$ cat src/rtl/aes_inv_mix_columns_seq.sv
// Iterative AES InvMixColumns engine: captures one 128-bit state, runs a shared inverse
// column unit COL_PER_CYCLE columns per cycle, then holds the result until it is taken.
module aes_inv_mix_columns_seq #(
  parameter int COL_PER_CYCLE = 1
) (
  input  logic         CLK,
  input  logic         RESET,
  input  logic         s_valid,
  output logic         s_ready,
  input  logic [127:0] s_data,
  output logic         m_valid,
  input  logic         m_ready,
  output logic [127:0] m_data,
  output logic [1:0]   o_dbg_state
);

  // Handshake: a transfer happens on a rising CLK edge where valid & ready are both 1;
  // a producer holds valid and its data stable until that edge, ready never depends on valid.

  if (!(COL_PER_CYCLE == 1 || COL_PER_CYCLE == 2 || COL_PER_CYCLE == 4)) begin : g_bad_param
    $error("aes_inv_mix_columns_seq: COL_PER_CYCLE must be 1, 2 or 4");
  end

  localparam logic [1:0] ST_IDLE = 2'd0;
  localparam logic [1:0] ST_CALC = 2'd1;
  localparam logic [1:0] ST_OUT  = 2'd2;

  logic [1:0]  r_state;
  logic [1:0]  r_col_cnt;
  logic [31:0] r_work [4];
  logic [31:0] r_res  [4];

  logic [1:0]  w_idx [COL_PER_CYCLE];
  logic [31:0] w_col [COL_PER_CYCLE];
  logic        w_last;

  function automatic logic [7:0] xtime(input logic [7:0] a);
    return {a[6:0], 1'b0} ^ (a[7] ? 8'h1b : 8'h00);
  endfunction

  // Multiples 09/0b/0d/0e are assembled from the x2/x4/x8 xtime chain of each byte.
  function automatic logic [31:0] inv_col(input logic [31:0] c);
    logic [7:0] a [4];
    logic [7:0] x2 [4];
    logic [7:0] x4 [4];
    logic [7:0] x8 [4];
    logic [7:0] m9 [4];
    logic [7:0] mb [4];
    logic [7:0] md [4];
    logic [7:0] me [4];
    for (int i = 0; i < 4; i++) begin
      a[i]  = c[31-8*i -: 8];
      x2[i] = xtime(a[i]);
      x4[i] = xtime(x2[i]);
      x8[i] = xtime(x4[i]);
      m9[i] = x8[i] ^ a[i];
      mb[i] = x8[i] ^ x2[i] ^ a[i];
      md[i] = x8[i] ^ x4[i] ^ a[i];
      me[i] = x8[i] ^ x4[i] ^ x2[i];
    end
    return {me[0] ^ mb[1] ^ md[2] ^ m9[3],
            m9[0] ^ me[1] ^ mb[2] ^ md[3],
            md[0] ^ m9[1] ^ me[2] ^ mb[3],
            mb[0] ^ md[1] ^ m9[2] ^ me[3]};
  endfunction

  always_comb begin
    for (int k = 0; k < COL_PER_CYCLE; k++) begin
      w_idx[k] = r_col_cnt + 2'(k);
      w_col[k] = inv_col(r_work[w_idx[k]]);
    end
  end

  assign w_last = (w_idx[COL_PER_CYCLE-1] == 2'd3);

  always_ff @(posedge CLK or posedge RESET) begin
    if (RESET) begin
      r_state   <= ST_IDLE;
      r_col_cnt <= 2'd0;
      for (int c = 0; c < 4; c++) begin
        r_work[c] <= 32'd0;
        r_res[c]  <= 32'd0;
      end
    end else begin
      case (r_state)
        ST_IDLE: begin
          if (s_valid) begin
            for (int c = 0; c < 4; c++) r_work[c] <= s_data[127-32*c -: 32];
            r_col_cnt <= 2'd0;
            r_state   <= ST_CALC;
          end
        end
        ST_CALC: begin
          for (int k = 0; k < COL_PER_CYCLE; k++) r_res[w_idx[k]] <= w_col[k];
          r_col_cnt <= r_col_cnt + 2'(COL_PER_CYCLE);
          if (w_last) r_state <= ST_OUT;
        end
        ST_OUT: begin
          if (m_ready) r_state <= ST_IDLE;
        end
        default: r_state <= ST_IDLE;
      endcase
    end
  end

  assign s_ready     = (r_state == ST_IDLE);
  assign m_valid     = (r_state == ST_OUT);
  assign m_data      = {r_res[0], r_res[1], r_res[2], r_res[3]};
  assign o_dbg_state = r_state;

endmodule

$ cat config.mk
export PLATFORM = sky130hd
export DESIGN_NAME = aes_inv_mix_columns_seq
export DESIGN_NICKNAME = d
export VERILOG_FILES = /design/src/rtl/aes_inv_mix_columns_seq.sv
export SDC_FILE = /design/constraint.sdc
export NUM_CORES = 1
export LEC_CHECK = 0
export ABC_AREA = 1
export BUFFER_PORTS_ARGS = -buffer_cell sky130_fd_sc_hd__buf_2
export CORE_MARGIN = 3
export CORE_UTILIZATION = 57
export CTS_CLUSTER_DIAMETER = 30
export DETAILED_ROUTE_END_ITERATION = 12
export GPL_ROUTABILITY_DRIVEN = 0
export PLACE_DENSITY = 0.81
export SYNTH_ARGS = -nofsm -noshare
export SYNTH_HDL_FRONTEND = slang
export SYNTH_SLANG_ARGS = --single-unit
export TNS_END_PERCENT = 1
$ cat constraint.sdc
create_clock -name CLK -period 9.9 [get_ports CLK]
set_input_delay 0.99 -clock CLK [delete_from_list [all_inputs] [get_ports CLK]]
set_output_delay 0.99 -clock CLK [all_outputs]
set_load 0.005 [all_outputs]
==> metrics.md <==
| Metric | Value |
|---|---|
| #FFs+latches synth | `260` |
| GRT Residual Overflow | `0` |
| Worst-skew pair later-pin latency | `560 ps` |
| Hold Path Origin | `m_data[85]` |
| Initial antenna violation count | `0` |
| Clock transition at the registers of the reported paths | `50 ps` |
| Via density | `5.52` |
| Detailed Routing Iterations Pass 1 | `8` |
| Post-CTS Resized | `0` |
| Worst R2R End | `m_data[43]` |
| R2r startpoint | `r_col_cnt[0]` |
| Most frequent cell after synthesis | `nand2_1` |
| Flop-to-flop setup slack | `5860 ps` |
| Total number of vias | `14.5k` |
| NumNets Final | `2,406` |
| Die H | `166 um` |
| First-pass GRT wire length | `72,800 um` |
| Ratio of cells with drive above 1 in the final layout | `0.198` |
| CTS tree | `built` |
| Synth area leader | `dfrtp_1` |
| Final hold violations | `0` |
| Synth async-reset ratio | `1.00` |
| Register area share after synthesis | `0.446` |
| CP Capture Type | `flip-flop` |
| RSZ-0062 raised after global routing | `false` |
| Combined area of the multi-input logic cells | `7370 um2` |
| Max-cap viol count | `0` |
| Ports | `264` |
| Setup TNS | `0 ps` |
| Clock tree sinks | `260` |
| Setup crit start kind | `flip-flop` |
| Status | `complete, no violations` |
| Setup Buffers After CTS | `0` |
| # rows | `57` |
| Clock Path Buffers | `3` |
| Hold buffers post-CTS | `0` |
| Core area | `24,700 um2` |
| H-tree levels | `2` |
| Total GRT Usage | `0.322` |
| Headroom to the max-slew limit | `0.259` |
| Diode count | `0` |
| Worst Max-Slew Pin Slew | `1110 ps` |
| Avg WL per Cell | `17.1 um` |
| Slew Limit Fails | `0` |
| Placed inst area | `16,000 um2` |
| Vias in the first global route | `14.1k` |
| Detailed-route DRC error count | `0` |
| Synth top area cells | `dfrtp_1 (45%), nand2_1 (29%), nand3_1 (6.5%)` |
| List of most frequent post-synthesis cells | `nand2_1 (1,139), dfrtp_1 (260), nand3_1 (189)` |
| Die width | `166 um` |
| Register area | `6510 um2` |
| Starting density of the core | `0.590` |
| Crit path DAT | `4460 ps` |
| Syn_nets | `2,153` |
| DRT iter0 DRCs | `1,864` |
| Post-synth top area share | `0.446` |
| Synth Flop Type | `dfrtp_1` |
| Clock skew | `22.4 ps` |
| Die area | `27,600 um2` |
| Final setup viols | `0` |
| IO Port Bufs | `263` |
| Fill count | `1,907` |
| Kind of critical path | `flip-flop to flip-flop` |
| Count of warnings emitted by yosys | `0` |
| Hold Path Depth | `2` |
| CP Max Fanout | `78` |
| Area Overhead vs Synth | `22.3%` |
| Fin area | `17,800 um2` |
| EDFF count, synth | `0` |
| Post-synth cell types | `32` |
| Worst Path Required | `10,320 ps` |
| Total wire length after detailed routing | `45,100 um` |
| Fin crit period | `4040 ps` |
| Reg2reg path depth | `16` |
| Synthesized instance count | `2,017` |
| Period utilisation layout | `0.408` |
| Pin count of the biggest net entering global routing | `127` |
| Mean post-synth cell area | `7.23 um2` |
| Hold WC Path Type | `flip-flop to flip-flop` |
| FMAX | `248 MHz` |
| Clk root buf | `clkbuf_16` |
| Syn Std Cell Area | `14,600 um2` |
| DP HPWL | `31,200 um` |
| DRT antenna net count | `0` |
| TritonCTS Buffers | `50` |
| Worst Hold End | `m_data[85]` |
[flip-flops by register name, indices dropped and copies added (netlist names)]
name / flops
r_col_cnt: 2
o_dbg_state: 2
m_data: 128
r_work: 128
[through the flow]
stage | instances | setup WS, ps | util | hold WS, ps
5_1_grt | 2635 | 5480 | 0.721 | 489
3_5_place_dp | 2542 | 6040 | 0.648 | 461
6_report | 2635 | 5860 | 0.721 | 474
3_3_place_gp | 2542 | 6110 | 0.648 | 459
4_1_cts | 2635 | 5960 | 0.721 | 474
2_1_floorplan | 2017 | 1750 | - | 449
[worst max-delay path, stage by stage, from the launching register on]
cell and delay (ps):
dfrtp_2 340, buf_4 610, inv_2 660, nand2_1 210, nand3_1 100, nand2_2 270
inv_2 90, xor2_1 530, nand3_1 270, nand2_1 180, nand2_1 80, nand3_1 100
nand2_1 60, nand2_1 60, nand2_1 120, nand2_1 90, nand2_1 90
[cell families (layout without fill, tap and decap cells)]
logic type / Yosys count / after routing / share of synthesized area
AND/OR/NAND/NOR: 1406 / 1406 / 0.393
flip-flops: 260 / 260 / 0.446
buffers and inverters: 166 / 460 / 0.0493
XOR/XNOR: 135 / 135 / 0.0918
AO/OA/AOI/OAI: 46 / 46 / 0.0162
adder cells (fa/ha/maj): 4 / 4 / 0.00343
[cell usage in the layout (no fill, tap or decap), types with 2 or more instances in the layout]
cell,netlist,layout
nand4_1,7,7
nand2_1,1139,1138
ha_1,4,4
xor2_1,80,80
clkinv_2,0,7
nand3b_1,7,7
nand3_1,189,189
clkbuf_1,50,4
clkinvlp_4,0,5
clkinv_4,0,2
a21oi_1,4,4
or2_1,7,7
o21ai_0,25,25
xnor2_2,9,9
clkbuf_8,0,8
dfrtp_1,260,259
nand2_4,7,8
o21ai_1,15,15
xnor2_1,38,38
clkinv_1,5,4
clkbuf_16,0,51
inv_2,23,23
buf_2,8,263
bufinv_16,0,7
xor2_2,5,5
inv_1,65,64
nor2_1,7,6
inv_6,0,8
nand2_2,41,41
buf_4,5,11
[area by class of cell]
class / count / share of cell area
well taps: 324 / 0.0227
clock inverters: 30 / 0.0219
clock buffers: 63 / 0.0786
multi-input cells: 1591 / 0.413
inverters: 93 / 0.0201
flip-flops and latches: 260 / 0.365
repair buffers: 274 / 0.0784
[worst max-delay path by stage]
stage / start / to / slack [ps] / depth (start not counted)
floorplan: RESET / m_data[0] / 1750 / 1
global placement: r_col_cnt[0] / m_data[120] / 6110 / 8
detailed placement: r_col_cnt[0] / m_data[33] / 6040 / 8
CTS: r_col_cnt[0] / m_data[59] / 5960 / 8
global route: r_col_cnt[0] / m_data[43] / 5480 / 16
finish: r_col_cnt[0] / m_data[43] / 5860 / 16
[layer usage]
metal | vias to the layer above | track usage | wire length, um
met2 | 893 | 0.513 | 20700
met1 | 6731 | 0.432 | 17600
met5 | - | 0 | 0
li1 | 6745 | - | -
met4 | 0 | 0.150 | 2140
met3 | 179 | 0.0586 | 4660
Power is left out: the tool's default activity adds up to more than one toggle a clock period on the data nets, which glitch-free logic cannot reach.
